`src/rtl/klotski_sequencer_pkg.sv`:
```
// Shared types and the fixed solve plan for the klotski sequencer.
// Plan entry n places tile n+1 at row n/4, col n%4.
package klotski_sequencer_pkg;

  typedef logic [3:0][3:0][3:0] board_t;
  typedef logic [3:0][3:0]      mask_t;
  typedef logic [1:0]           pos_t;

  typedef struct packed {
    logic [3:0] number;
    pos_t       row;
    pos_t       col;
  } plan_entry_t;

  typedef enum logic [2:0] {
    S_IDLE,
    S_LOAD,
    S_CHECK,
    S_ISSUE,
    S_WAIT,
    S_COMMIT,
    S_DONE,
    S_ERROR
  } state_t;

  localparam int unsigned PLAN_LEN = 15;

  localparam plan_entry_t PLAN [PLAN_LEN] = '{
    '{4'h1, 2'd0, 2'd0}, '{4'h2, 2'd0, 2'd1}, '{4'h3, 2'd0, 2'd2}, '{4'h4, 2'd0, 2'd3},
    '{4'h5, 2'd1, 2'd0}, '{4'h6, 2'd1, 2'd1}, '{4'h7, 2'd1, 2'd2}, '{4'h8, 2'd1, 2'd3},
    '{4'h9, 2'd2, 2'd0}, '{4'hA, 2'd2, 2'd1}, '{4'hB, 2'd2, 2'd2}, '{4'hC, 2'd2, 2'd3},
    '{4'hD, 2'd3, 2'd0}, '{4'hE, 2'd3, 2'd1}, '{4'hF, 2'd3, 2'd2}
  };

  // Steps beyond the plan read as an all-zero entry instead of indexing out of range.
  function automatic plan_entry_t plan_at(input logic [3:0] s);
    plan_entry_t e;
    e = '0;
    if (s < 4'(PLAN_LEN)) e = PLAN[s];
    return e;
  endfunction

endpackage

```
`src/rtl/klotski_sequencer.sv`:
```
// Walks the fixed solve plan, asking MoveNum to place each tile that is not
// already in position, and reports done or error after checking each placement.
module klotski_sequencer
  import klotski_sequencer_pkg::*;
#(
  parameter int unsigned NUM_STEPS    = 15,
  parameter int unsigned STEP_TIMEOUT = 4096
) (
  input  logic            i_clk,
  input  logic            i_rst_n,
  input  logic            i_start,
  input  board_t          i_klotski,
  output logic            o_mv_start,
  output board_t          o_mv_klotski,
  output mask_t           o_mv_mask,
  output logic [1:0][1:0] o_mv_target,
  output logic [3:0]      o_mv_number,
  input  board_t          i_mv_klotski,
  input  mask_t           i_mv_mask,
  input  logic            i_mv_finished,
  output board_t          o_klotski,
  output logic [3:0]      o_step,
  output logic            o_busy,
  output logic            o_done,
  output logic            o_error
);

  localparam int unsigned TW = (STEP_TIMEOUT > 2) ? $clog2(STEP_TIMEOUT) : 1;

  state_t          state;
  board_t          board;
  mask_t           mask;
  logic [3:0]      step;
  logic [TW-1:0]   tcnt;
  logic [TW-1:0]   tcnt_next;
  logic            mv_start;
  logic [1:0][1:0] mv_target;
  logic [3:0]      mv_number;
  logic            done;
  logic            error;
  plan_entry_t     cur;

  always_comb begin
    cur       = plan_at(step);
    tcnt_next = tcnt + 1'b1;
  end

  always_ff @(posedge i_clk) begin
    if (!i_rst_n) begin
      state     <= S_IDLE;
      board     <= '0;
      mask      <= '0;
      step      <= '0;
      tcnt      <= '0;
      mv_start  <= 1'b0;
      mv_target <= '0;
      mv_number <= '0;
      done      <= 1'b0;
      error     <= 1'b0;
    end else begin
      mv_start <= 1'b0;
      done     <= 1'b0;
      error    <= 1'b0;
      case (state)
        S_IDLE: begin
          if (i_start) state <= S_LOAD;
        end
        S_LOAD: begin
          board <= i_klotski;
          mask  <= '0;
          step  <= '0;
          state <= S_CHECK;
        end
        S_CHECK: begin
          if (board[cur.row][cur.col] == cur.number) begin
            state <= S_COMMIT;
          end else begin
            // Operands are registered here so they stay frozen through WAIT.
            mv_start  <= 1'b1;
            mv_target <= {cur.row, cur.col};
            mv_number <= cur.number;
            state     <= S_ISSUE;
          end
        end
        S_ISSUE: begin
          tcnt  <= '0;
          state <= S_WAIT;
        end
        S_WAIT: begin
          tcnt <= tcnt_next;
          // Comparing the incremented count lands ERROR exactly STEP_TIMEOUT
          // cycles after the start pulse; a finish in that cycle still wins.
          if (i_mv_finished) begin
            board <= i_mv_klotski;
            mask  <= i_mv_mask;
            state <= S_COMMIT;
          end else if (tcnt_next == TW'(STEP_TIMEOUT - 1)) begin
            error <= 1'b1;
            state <= S_ERROR;
          end
        end
        S_COMMIT: begin
          if (board[cur.row][cur.col] != cur.number) begin
            error <= 1'b1;
            state <= S_ERROR;
          end else begin
            mask[cur.row][cur.col] <= 1'b1;
            if (step == 4'(NUM_STEPS - 1)) begin
              done  <= 1'b1;
              state <= S_DONE;
            end else begin
              step  <= step + 1'b1;
              state <= S_CHECK;
            end
          end
        end
        S_DONE:  state <= S_IDLE;
        S_ERROR: state <= S_IDLE;
        default: state <= S_IDLE;
      endcase
    end
  end

  assign o_mv_start   = mv_start;
  assign o_mv_klotski = board;
  assign o_mv_mask    = mask;
  assign o_mv_target  = mv_target;
  assign o_mv_number  = mv_number;
  assign o_klotski    = board;
  assign o_step       = step;
  assign o_busy       = (state != S_IDLE);
  assign o_done       = done;
  assign o_error      = error;

endmodule

```
`config.mk`:
```
export PLATFORM = sky130hd
export DESIGN_NAME = klotski_sequencer
export DESIGN_NICKNAME = d
export VERILOG_FILES = /design/src/rtl/klotski_sequencer_pkg.sv /design/src/rtl/klotski_sequencer.sv
export SDC_FILE = /design/constraint.sdc
export NUM_CORES = 1
export LEC_CHECK = 0
export ABC_AREA = 1
export BUFFER_PORTS_ARGS = -buffer_cell sky130_fd_sc_hd__buf_4
export CORE_AREA = 2 2 115 145
export DETAILED_ROUTE_END_ITERATION = 10
export DIE_AREA = 0 0 117 147
export PLACE_DENSITY = 0.76
export SYNTH_ARGS = -nofsm -noshare
export SYNTH_HDL_FRONTEND = slang
export SYNTH_SLANG_ARGS = --single-unit
```
`constraint.sdc`:
```
create_clock -name i_clk -period 2.05 [get_ports i_clk]
set_input_delay 0.3075 -clock i_clk [delete_from_list [all_inputs] [get_ports i_clk]]
set_output_delay 0.3075 -clock i_clk [all_outputs]
set_load 0.05 [all_outputs]
```
==> results of run 1 <==
-- layout make-up --
type	instances	area [sq um]	area share (%)
clock buffers	12	246.5	2.536
clock inverters	4	30.03	0.3090
inverters	62	240.2	2.472
multi-input cells	710	3752	38.61
flip-flops and latches	110	2217	22.81
well taps	216	270.3	2.781
repair buffers	373	2962	30.48
-- state kept, by name, summed over array words and instances, names as in the netlist --
name / count
o_error: 1
o_step: 4
o_klotski: 64
o_mv_start: 1
o_mv_number: 4
tcnt: 12
o_mv_target: 4
o_done: 1
o_mv_mask: 16
state: 3
-- timing repair --
action | CTS | global route
pin swaps | 0 | 23
setup endpoints to repair | 34 | 34
setup buffers | 0 | 4
resized for setup | 19 | 63
cloned | 0 | 6
-- through the flow --
step           setup TNS [ps]  cell area, sq um  hold WS, ps  worst slack, ps
2_1_floorplan           -2684              6706        457.9           -119.3
3_3_place_gp            -6730              9000        469.0           -234.3
3_5_place_dp            -7675              9000        473.1           -296.2
4_1_cts                 -6219              9338        217.0           -247.8
5_1_grt                -13360              9718        225.2           -498.2
6_report                -8081              9718        228.4           -350.8
-- how the worst min path moves through the flow --
| stage | to | depth (start not counted) | startpoint | slack, ps |
|---|---|---|---|---|
| 2_1_floorplan | tcnt[11]$_SDFFE_PN0P_ | 2 | tcnt[11]$_SDFFE_PN0P_ | 460 |
| 5_1_grt | o_klotski[30]$_SDFFE_PN0P_ | 3 | i_klotski[30] | 230 |
| 6_report | o_klotski[32]$_SDFFE_PN0P_ | 3 | i_klotski[32] | 230 |
| 3_5_place_dp | tcnt[11]$_SDFFE_PN0P_ | 2 | tcnt[11]$_SDFFE_PN0P_ | 470 |
| 4_1_cts | o_klotski[42]$_SDFFE_PN0P_ | 3 | i_mv_klotski[42] | 220 |
| 3_3_place_gp | tcnt[11]$_SDFFE_PN0P_ | 2 | tcnt[11]$_SDFFE_PN0P_ | 470 |
-- tightest hold or removal path: stages --
cell,delay [ps]
buf_4,110
nand2_1,50
a31oi_1,70
-- cell usage in the layout (no fill, tap or decap), types with 5 or more instances in the layout --
cell type	instances
o21ai_0	71
o21ai_1	6
inv_2	8
clkbuf_16	12
buf_12	6
nand2_2	24
nand3_2	11
nor2_4	5
o21ai_2	5
nand4_1	6
nand2_4	5
ha_1	6
nand3_1	40
o21bai_1	11
buf_4	357
xnor2_1	5
a31oi_1	66
nor2_1	66
dfxtp_1	106
nand3b_1	11
xor2_1	5
buf_6	5
nand2_1	287
inv_1	50
nor2_2	5
a22oi_1	11
nor3_1	5
a21oi_2	13
a21oi_1	26
-- report_power, final --
part | switching, mW | total (mW) | internal [mW]
clock network | 0.793 | 1.66 | 0.865
logic | 3.87 | 5.56 | 1.69
registers | 0.519 | 3.07 | 2.55
-- per-layer routing --
metal / vias up / GRT usage (%) / part of all wire (%)
met5: - / 0 / 0
met4: 0 / 8.647 / 3.3
met3: 57 / 4.414 / 5.9
met2: 271 / 48.24 / 53
met1: 3529 / 31.48 / 38
li1: 3788 / - / -
-- logic make-up after synthesis --
| kind of cell | count (synthesis) | synth area share [%] |
|---|---|---|
| flops | 110 | 33.10 |
| fa+ha+maj | 8 | 1.505 |
| compound gates | 218 | 18.81 |
| xor+xnor | 10 | 1.316 |
| simple gates | 472 | 29.87 |
| buf+inv | 189 | 15.40 |
==> impl_metrics.ini, run 1 <==
[global_routing]
grt_pass1_vias = 7194
grt_util_all_layers_pct = 26.66
grt_first_pass_wirelength_um = 36200
antenna_found_initial = 0
grt_max_degree = 60
grt-ovfl-total = 0

[clocking]
cts.sinks = 110
cts_max_level = 3
root_buffer = clkbuf_16
cts_buffers = 9
ctsHoldBuffers = 0
clock_latency_ps = 350
cts_tree = built
clk_pin_slew_worst_paths_ps = 80
clockBufferDepth = 2

[logic_synthesis]
synth_cells = 1007
synth_edf_count = 0
synth_top_area_share_pct = 33.10
ys.warnings.count = 0
yosysSeqAreaShare_pct = 33.10
yosys-top-cells-count = nand2_1 (309), dfxtp_1 (110), o21ai_0 (76), nor2_1 (72), buf_4 (68)
syn_area_per_cell_sq_um = 6.606
yosysMostFrequentCell = nand2_1
yosys-top-cells-area = dfxtp_1 (33%), nand2_1 (17%), buf_4 (7.7%), a31oi_1 (6.2%), o21ai_0 (5.7%)
yosys.area.top_type = dfxtp_1
synth_cell_types = 36
syn_area_sq_mm = 0.006653
synth_async_sr_flop_share_pct = 0
syn_nets = 1163
ys.flop_type = dfxtp_1
synth_seq_cells = 110

[placed_design]
gp_congestion = 0.9648
port-buffer-count = 307
hpwl_um = 18150
dp_cells = 1461

[finish]
final_layout_size_suffix_gt1_share_pct = 38.00
stdcell_count = 1487
antenna_cells = 0
fin_util_pct = 60.97
num-fill-cells = 1517
final_nets = 1422
synthToLayoutAreaGrowth_pct = 46.08

[setup_path]
crit_arrival_ps = 2650
cp_max_fo = 7
max_stage_delay_ps = 360
critPathCaptureType = flip-flop
critPathKind = reg2reg
required_ps = 2300
timing.rr.start = o_step[0]$_SDFFE_PN0P_
r2r-end = o_mv_mask[6]$_SDFFE_PN0P_
path_cells = ha_4 > nand3_4 > buf_12 > clkbuf_16 > nand3_1 > nand3_1 > nand2_1 > nand2_1 > nand2_2 > inv_1 > nand2_2 > nand2_1 > nand2_1 > nor2_2 > nand2_4 > nand2_8 > clkbuf_16 > nand3_1 > nand2_1 > nor2_1
crit_top_cell = nand2_1
cp-endpoint = o_mv_mask[6]$_SDFFE_PN0P_
critPathLaunch = o_step[0]$_SDFFE_PN0P_
cp.depth = 20
reg2reg_depth = 20
slowest_stage = dfxtp_4
reg2reg_slack_ps = -350
critPathBufInv = 4
crit_path_start_kind = flip-flop
critical-path-top-delay-family = simple AND/OR/NAND/NOR gates

[status]
outcome = finished, violations left
violations = negative setup slack

[routing]
routed_wl_um = 24170
vias = 7645
drtPass1Iterations = 7
drt_iter0_drc = 415
drc_errors = 0
wire_per_inst_um = 16.25
drt.antenna.violating_nets = 0
viasPerCell = 5.141

[hold_path]
hold_class = in2reg

[timing]
hold_viol_final = 0
rsz0062_at_grt = yes
tightest_slew_ps = 756.1
finalMaxSlewViolations = 0
slew_headroom_pct = 49.54
finalSetupViolCount = 34
fin_skew_ps = 9.262
timing.final.crit_period_ps = 2401
fmax_mhz = 416.5
setup_ws_ps = -350.8
final.period_utilization_pct = 117.1

[floorplanning]
die_height_um = 147
die_w_um = 117
fp-row-count = 52
boundaryPins = 308
coreArea_sq_mm = 0.01594
initial_core_util_pct = 41.73
die-area_sq_mm = 0.01720

[power_and_ir_drop]
peakVddDrop_uv = 841.1
power-per-cell-area_mw_per_mm2 = 1058
p_leak_nw = 4.643
power_mw = 10.29

[flow_run]
maxCapViolations = 0
No activity file was read; power rests on OpenSTA's default activity.
==> run 2, diff against run 1 <==
--- a/config.mk
+++ b/config.mk
@@ -7,10 +7,10 @@
 export LEC_CHECK = 0
 export ABC_AREA = 1
 export BUFFER_PORTS_ARGS = -buffer_cell sky130_fd_sc_hd__buf_4
-export CORE_AREA = 2 2 115 145
+export CORE_AREA = 2 2 112 141
 export DETAILED_ROUTE_END_ITERATION = 10
-export DIE_AREA = 0 0 117 147
-export PLACE_DENSITY = 0.76
+export DIE_AREA = 0 0 114 143
+export PLACE_DENSITY = 0.77
 export SYNTH_ARGS = -nofsm -noshare
 export SYNTH_HDL_FRONTEND = slang
 export SYNTH_SLANG_ARGS = --single-unit
==> constraint.sdc (replaced) <==
create_clock -name i_clk -period 2.3 [get_ports i_clk]
set_input_delay 0.345 -clock i_clk [delete_from_list [all_inputs] [get_ports i_clk]]
set_output_delay 0.345 -clock i_clk [all_outputs]
set_load 0.05 [all_outputs]
==> run 2 against run 1 <==
Against the previous run: the run still ends with negative setup slack left; first-iteration DRC count up 37%; total power down 9.3%; combinational power fell by 12%; largest cell class unchanged.
==> impl_metrics.ini, run 2 (synthesis gave the netlist of run 1 again) <==
[timing]
tns_ps = -1700
final.period_utilization_pct = 105.0
hold_viol_final = 0
fmax_mhz = 414.2
finalMaxSlewViolations = 0
whs_ps = 257.2
tightest_slew_ps = 737.2
rsz0062_at_grt = yes
finalSetupViolCount = 28
slew_headroom_pct = 50.80
timing.final.crit_period_ps = 2414
fin_skew_ps = 9.758
setup_ws_ps = -114.0

[power_and_ir_drop]
p_sw_mw = 4.611
peakVddDrop_uv = 648.0
clockPowerShare_pct = 18.1
power-per-cell-area_mw_per_mm2 = 979.0
p_seq_share_pct = 29.5
swShare_pct = 49.45
p_leak_nw = 4.594
intPower_mw = 4.715
combPwrFrac_pct = 52.5

[setup_path]
critPathCaptureType = flip-flop
crit_top_cell = nand2_1
crit_arrival_ps = 2630
required_ps = 2510
critPathKind = reg2reg
slowest_stage = dfxtp_4
crit_path_start_kind = flip-flop
reg2reg_slack_ps = -110
cp_max_fo = 11
max_stage_delay_ps = 370
path_cells = ha_4 > nand3_4 > buf_6 > nand2_1 > nor2_1 > buf_4 > nand2_1 > nand2_2 > nor2_2 > nand2_1 > nand2_1 > nor2_2 > nand2_4 > nand2_8 > buf_12 > nand2_1 > nor2_1 > nor2_1

[placed_design]
port-buffer-count = 307
gp_congestion = 0.9867
hpwl_um = 18330

[clocking]
clk_pin_slew_worst_paths_ps = 80
clockBufferDepth = 2
root_buffer = clkbuf_16
cts_max_level = 3
cts_tree = built
cts_buffers = 9
cts.sinks = 110
clock_latency_ps = 350

[routing]
drt.antenna.violating_nets = 0
met3_length_um = 1859
wire_per_inst_um = 16.76
met2WireLength_um = 12270
drt_iter0_drc = 569
drc_errors = 0
viasPerCell = 5.268
routed_wl_um = 24240
drtPass1Iterations = 5
routed.top_layer = met4
vias = 7617
met1_length_um = 9317

[global_routing]
grt-ovfl-total = 0
grt_first_pass_wirelength_um = 36050
grt_pass1_vias = 6970
grt_max_degree = 75
grt_util_all_layers_pct = 28.06
antenna_found_initial = 0

[floorplanning]
die_height_um = 143
boundaryPins = 308
die-area_sq_mm = 0.01630
fp-row-count = 50
die_w_um = 114
initial_core_util_pct = 44.68
coreArea_sq_mm = 0.01489

[finish]
largest_register_ffs = 64
num-fill-cells = 1387
antenna_cells = 0
final_nets = 1415
most-common-layout-cells = buf_4 (350), nand2_1 (300), dfxtp_1 (106)
final_layout_size_suffix_gt1_share_pct = 35.28
synthToLayoutAreaGrowth_pct = 43.18
layout_commonest_cell = buf_4

[hold_path]
hold_class = in2reg

[status]
outcome = finished, violations left
violations = negative setup slack

[flow_run]
maxCapViolations = 0
-- run 2: cell types whose count changed in the layout (fill, tap and decap cells not counted), sizes merged --
cell	previous run	this run
buf	370	365
inv	62	59
bufinv	0	2
nand2	320	318
clkbuf	15	14
clkinv	2	3
clkinvlp	2	3
-- run 2: final timing paths --
| kind | startpoint | to | cells after the start |
|---|---|---|---|
| worst min-delay path | i_klotski[19] | o_klotski[19]$_SDFFE_PN0P_ | 3 |
| worst max register to register | o_step[1]$_SDFFE_PN0P_ | state[2]$_SDFFE_PN0P_ | 18 |
| worst max-delay path | o_step[1]$_SDFFE_PN0P_ | state[2]$_SDFFE_PN0P_ | 18 |
| worst min register to register | tcnt[11]$_SDFFE_PN0P_ | tcnt[11]$_SDFFE_PN0P_ | 2 |
-- run 2: layout make-up --
cell class / count / area [sq um] / share of cell area, %
Tap cell: 182 / 227.7 / 2.391
Timing Repair Buffer: 368 / 2933 / 30.79
Sequential cell: 110 / 2217 / 23.28
Multi-Input combinational cell: 708 / 3595 / 37.74
Inverter: 62 / 236.5 / 2.483
Clock buffer: 11 / 232.7 / 2.443
Clock inverter: 5 / 83.83 / 0.8801
-- run 2: critical path: cells and delay by family, from the launching register on --
family	cells	cell delay [ps]
buffers and inverters	3	470
adders and majority gates	1	190
and+or+nand+nor	14	1240
DFF	1	370
-- run 2: power by group through the flow --
stage	sequential, mW	clock [mW]	combinational [mW]
6_report	2.75	1.68	4.89
5_1_grt	2.79	1.78	5.15
4_1_cts	2.74	1.70	4.84
3_5_place_dp	2.77	0	4.83
3_3_place_gp	2.78	0	4.79
2_1_floorplan	3.84	0	2.44
-- run 2: per-layer routing --
| metal | global-route usage, % | vias to the layer above |
|---|---|---|
| li1 | - | 3759 |
| met1 | 33.98 | 3479 |
| met2 | 47.87 | 317 |
| met3 | 6.282 | 62 |
| met4 | 11.62 | 0 |
| met5 | 0 | - |
-- run 2: metrics by stage --
step | power [mW] | cells | cell area [sq um] | utilization [%] | setup WS (ps)
after floorplan | 6.278 | 1007 | 6665 | - | 15.16
after global placement | 7.567 | 1420 | 8896 | 59.75 | -74.28
after detailed placement | 7.603 | 1420 | 8896 | 59.75 | -134.2
after CTS | 9.281 | 1439 | 9320 | 62.60 | 6.334
after global routing | 9.727 | 1446 | 9525 | 63.97 | -250.1
final | 9.326 | 1446 | 9525 | 63.97 | -114.0
-- run 2: repair_timing --
item                                    CTS  global route
hold buffers                              0             0
pin swaps                                 6            14
gates cloned                              0             3
endpoints found under the setup margin   33            33
buffers inserted                          3             4
gates resized for setup                  22            28
==> run 3, diff against run 2 <==
--- a/config.mk
+++ b/config.mk
@@ -7,10 +7,12 @@
 export LEC_CHECK = 0
 export ABC_AREA = 1
 export BUFFER_PORTS_ARGS = -buffer_cell sky130_fd_sc_hd__buf_4
-export CORE_AREA = 2 2 112 141
+export CELL_PAD_IN_SITES_DETAIL_PLACEMENT = 1
+export CELL_PAD_IN_SITES_GLOBAL_PLACEMENT = 2
+export CORE_AREA = 2 2 152 192
 export DETAILED_ROUTE_END_ITERATION = 10
-export DIE_AREA = 0 0 114 143
-export PLACE_DENSITY = 0.77
+export DIE_AREA = 0 0 154 194
+export PLACE_DENSITY_LB_ADDON = 0.1
 export SYNTH_ARGS = -nofsm -noshare
 export SYNTH_HDL_FRONTEND = slang
 export SYNTH_SLANG_ARGS = --single-unit
==> run 3 against run 2 <==
Against the previous run: critical endpoint is now o_mv_mask[0]$_SDFFE_PN0P_; total power down 0.98%; the run still ends with negative setup slack left; clock-buffer cell count unchanged; sequential power about the same; setup slack better by 29 ps; sequential share of layout area down 0.96 points; maximum frequency up 1.2%; sequential cell count unchanged.
==> impl_metrics.ini, run 3 (synthesis gave the netlist of run 1 again) <==
[routing]
routed_wl_um = 29300
drc_errors = 0
drt.antenna.violating_nets = 0
viasPerCell = 4.633
drt_iter0_drc = 253
wire_per_inst_um = 17.91
drtPass1Iterations = 4
vias = 7580

[global_routing]
antenna_found_initial = 0
grt_util_met3_pct = 3.129
grt_util_all_layers_pct = 19.36
grtUsageMet1_pct = 23.16
grt_use_met2_pct = 36.14
grt_first_pass_wirelength_um = 45470
grt_max_degree = 129
grt-busiest-layer = met2
grt-ovfl-total = 0
grt_pass1_vias = 7904

[timing]
fin_skew_ps = 14.01
slew_headroom_pct = 55.85
rsz0062_at_grt = yes
tightest_slew_ps = 661.5
fmax_mhz = 419.2
whs_ps = 240.1
final.period_utilization_pct = 103.7
hold_viol_final = 0
finalMaxSlewViolations = 0
setup_ws_ps = -85.32
tns_ps = -1789
finalSetupViolCount = 31
timing.final.crit_period_ps = 2385

[power_and_ir_drop]
swShare_pct = 51.21
p_leak_nw = 4.668
combPwrFrac_pct = 53.2
power_mw = 9.234
intPower_mw = 4.505
p_sw_mw = 4.729
p_seq_share_pct = 29.9
power-per-cell-area_mw_per_mm2 = 930.3
clockPowerShare_pct = 16.9
peakVddDrop_uv = 390.5

[floorplanning]
fp-row-count = 69
boundaryPins = 308
die_height_um = 194
coreArea_sq_mm = 0.02806
die_w_um = 154
die-area_sq_mm = 0.02988
initial_core_util_pct = 23.71

[clocking]
clockBufferDepth = 2
clock_latency_ps = 370
cts.sinks = 110
ctsHoldBuffers = 0
clk_pin_slew_worst_paths_ps = 90
cts_buffers = 9
cts_max_level = 3
cts_tree = built
root_buffer = clkbuf_16

[status]
outcome = finished, violations left
violations = negative setup slack

[finish]
final_layout_size_suffix_gt1_share_pct = 38.02
fin_util_pct = 35.38
largest_register_ffs = 64
final_nets = 1432
synthToLayoutAreaGrowth_pct = 49.20
layout_commonest_cell = buf_4
most-common-layout-cells = buf_4 (360), nand2_1 (287), dfxtp_1 (106)
antenna_cells = 0
fin_area_sq_mm = 0.009926

[hold_path]
hold_class = in2reg

[placed_design]
place_area_sq_mm = 0.009213
gp_congestion = 0.7582
port-buffer-count = 307
hpwl_um = 21750

[setup_path]
cp_max_fo = 7
critPathBufInv = 3
critPathCaptureType = flip-flop
crit_top_cell = nand2_1
crit_arrival_ps = 2640
crit_path_start_kind = flip-flop
required_ps = 2550
critPathKind = reg2reg
max_stage_delay_ps = 380
path_cells = ha_4 > nand3_4 > buf_6 > buf_6 > nand3b_1 > nand2_1 > nand2_1 > nand2_1 > nand2_2 > nor2_2 > nand3_1 > nand2_1 > nor2_2 > nand2_4 > nand2_8 > buf_12 > nand3_2 > nand2_2 > nor2_1
critical-path-top-delay-family = simple AND/OR/NAND/NOR gates
slowest_stage = dfxtp_4
reg2reg_slack_ps = -90

[flow_run]
maxCapViolations = 0
run 3: cell types whose count changed in the layout (fill, tap and decap cells not counted), moves of 3 or more:
| cell | delta |
|---|---|
| buf_4 | +10 |
| buf_6 | +5 |
| clkbuf_16 | -3 |
| clkinv_2 | +3 |
| inv_4 | +3 |
| nand2_1 | -13 |
| nand2_2 | +12 |
| nand2_4 | +3 |
| nand3_1 | -15 |
| nand3_2 | +15 |
| o21ai_0 | -3 |
| o21ai_1 | +7 |
| o21ai_2 | -3 |
run 3: stage by stage:
step,instances,worst slack (ps)
after floorplan,1007,15.16
final,1636,-85.32
after global routing,1636,-271.3
after CTS,1635,-104.0
after detailed placement,1608,-228.3
after global placement,1608,-225.4
run 3: tightest hold or removal path, stage by stage:
cell	delay (ps)
buf_4	100
nand2_1	50
a31oi_1	70
run 3: routing by layer:
layer,vias to the layer above,routed length (um),part of all wire [%]
met5,-,0,0
met4,0,291,0.99
met3,15,1113,3.8
met2,162,15570,53
met1,3604,12330,42
li1,3799,-,-
run 3: power groups by stage:
| stage | logic (mW) | registers [mW] | clock network [mW] |
|---|---|---|---|
| floorplan | 2.44 | 3.84 | 0 |
| global placement | 4.81 | 2.84 | 0 |
| detailed placement | 4.84 | 2.83 | 0 |
| CTS | 4.94 | 2.80 | 1.62 |
| global route | 5.22 | 2.84 | 1.70 |
| finish | 4.92 | 2.76 | 1.56 |
run 3: path summary, 6_finish.rpt:
kind,from,end,depth (start not counted)
worst max register to register,o_step[1]$_SDFFE_PN0P_,o_mv_mask[0]$_SDFFE_PN0P_,19
worst max-delay path,o_step[1]$_SDFFE_PN0P_,o_mv_mask[0]$_SDFFE_PN0P_,19
worst min-delay path,i_klotski[1],o_klotski[1]$_SDFFE_PN0P_,3
worst min register to register,o_mv_target[1]$_SDFFE_PN0P_,o_mv_target[1]$_SDFFE_PN0P_,2
run 3: timing repair:
item | in CTS | in global routing
cloned | 6 | 0
pin swaps | 17 | 11
endpoints found under the setup margin | 34 | 34
buffers inserted | 5 | 1
resized for setup | 62 | 24
run 3: layout make-up:
cell class              instances  area (sq um)
clock inverters                 5         35.03
fillers                      3510         18130
repair buffers                382          3029
flip-flops and latches        110          2215
clock buffers                  11         232.7
inverters                      62         245.2
well taps                     355         444.2
multi-input cells             711          3725
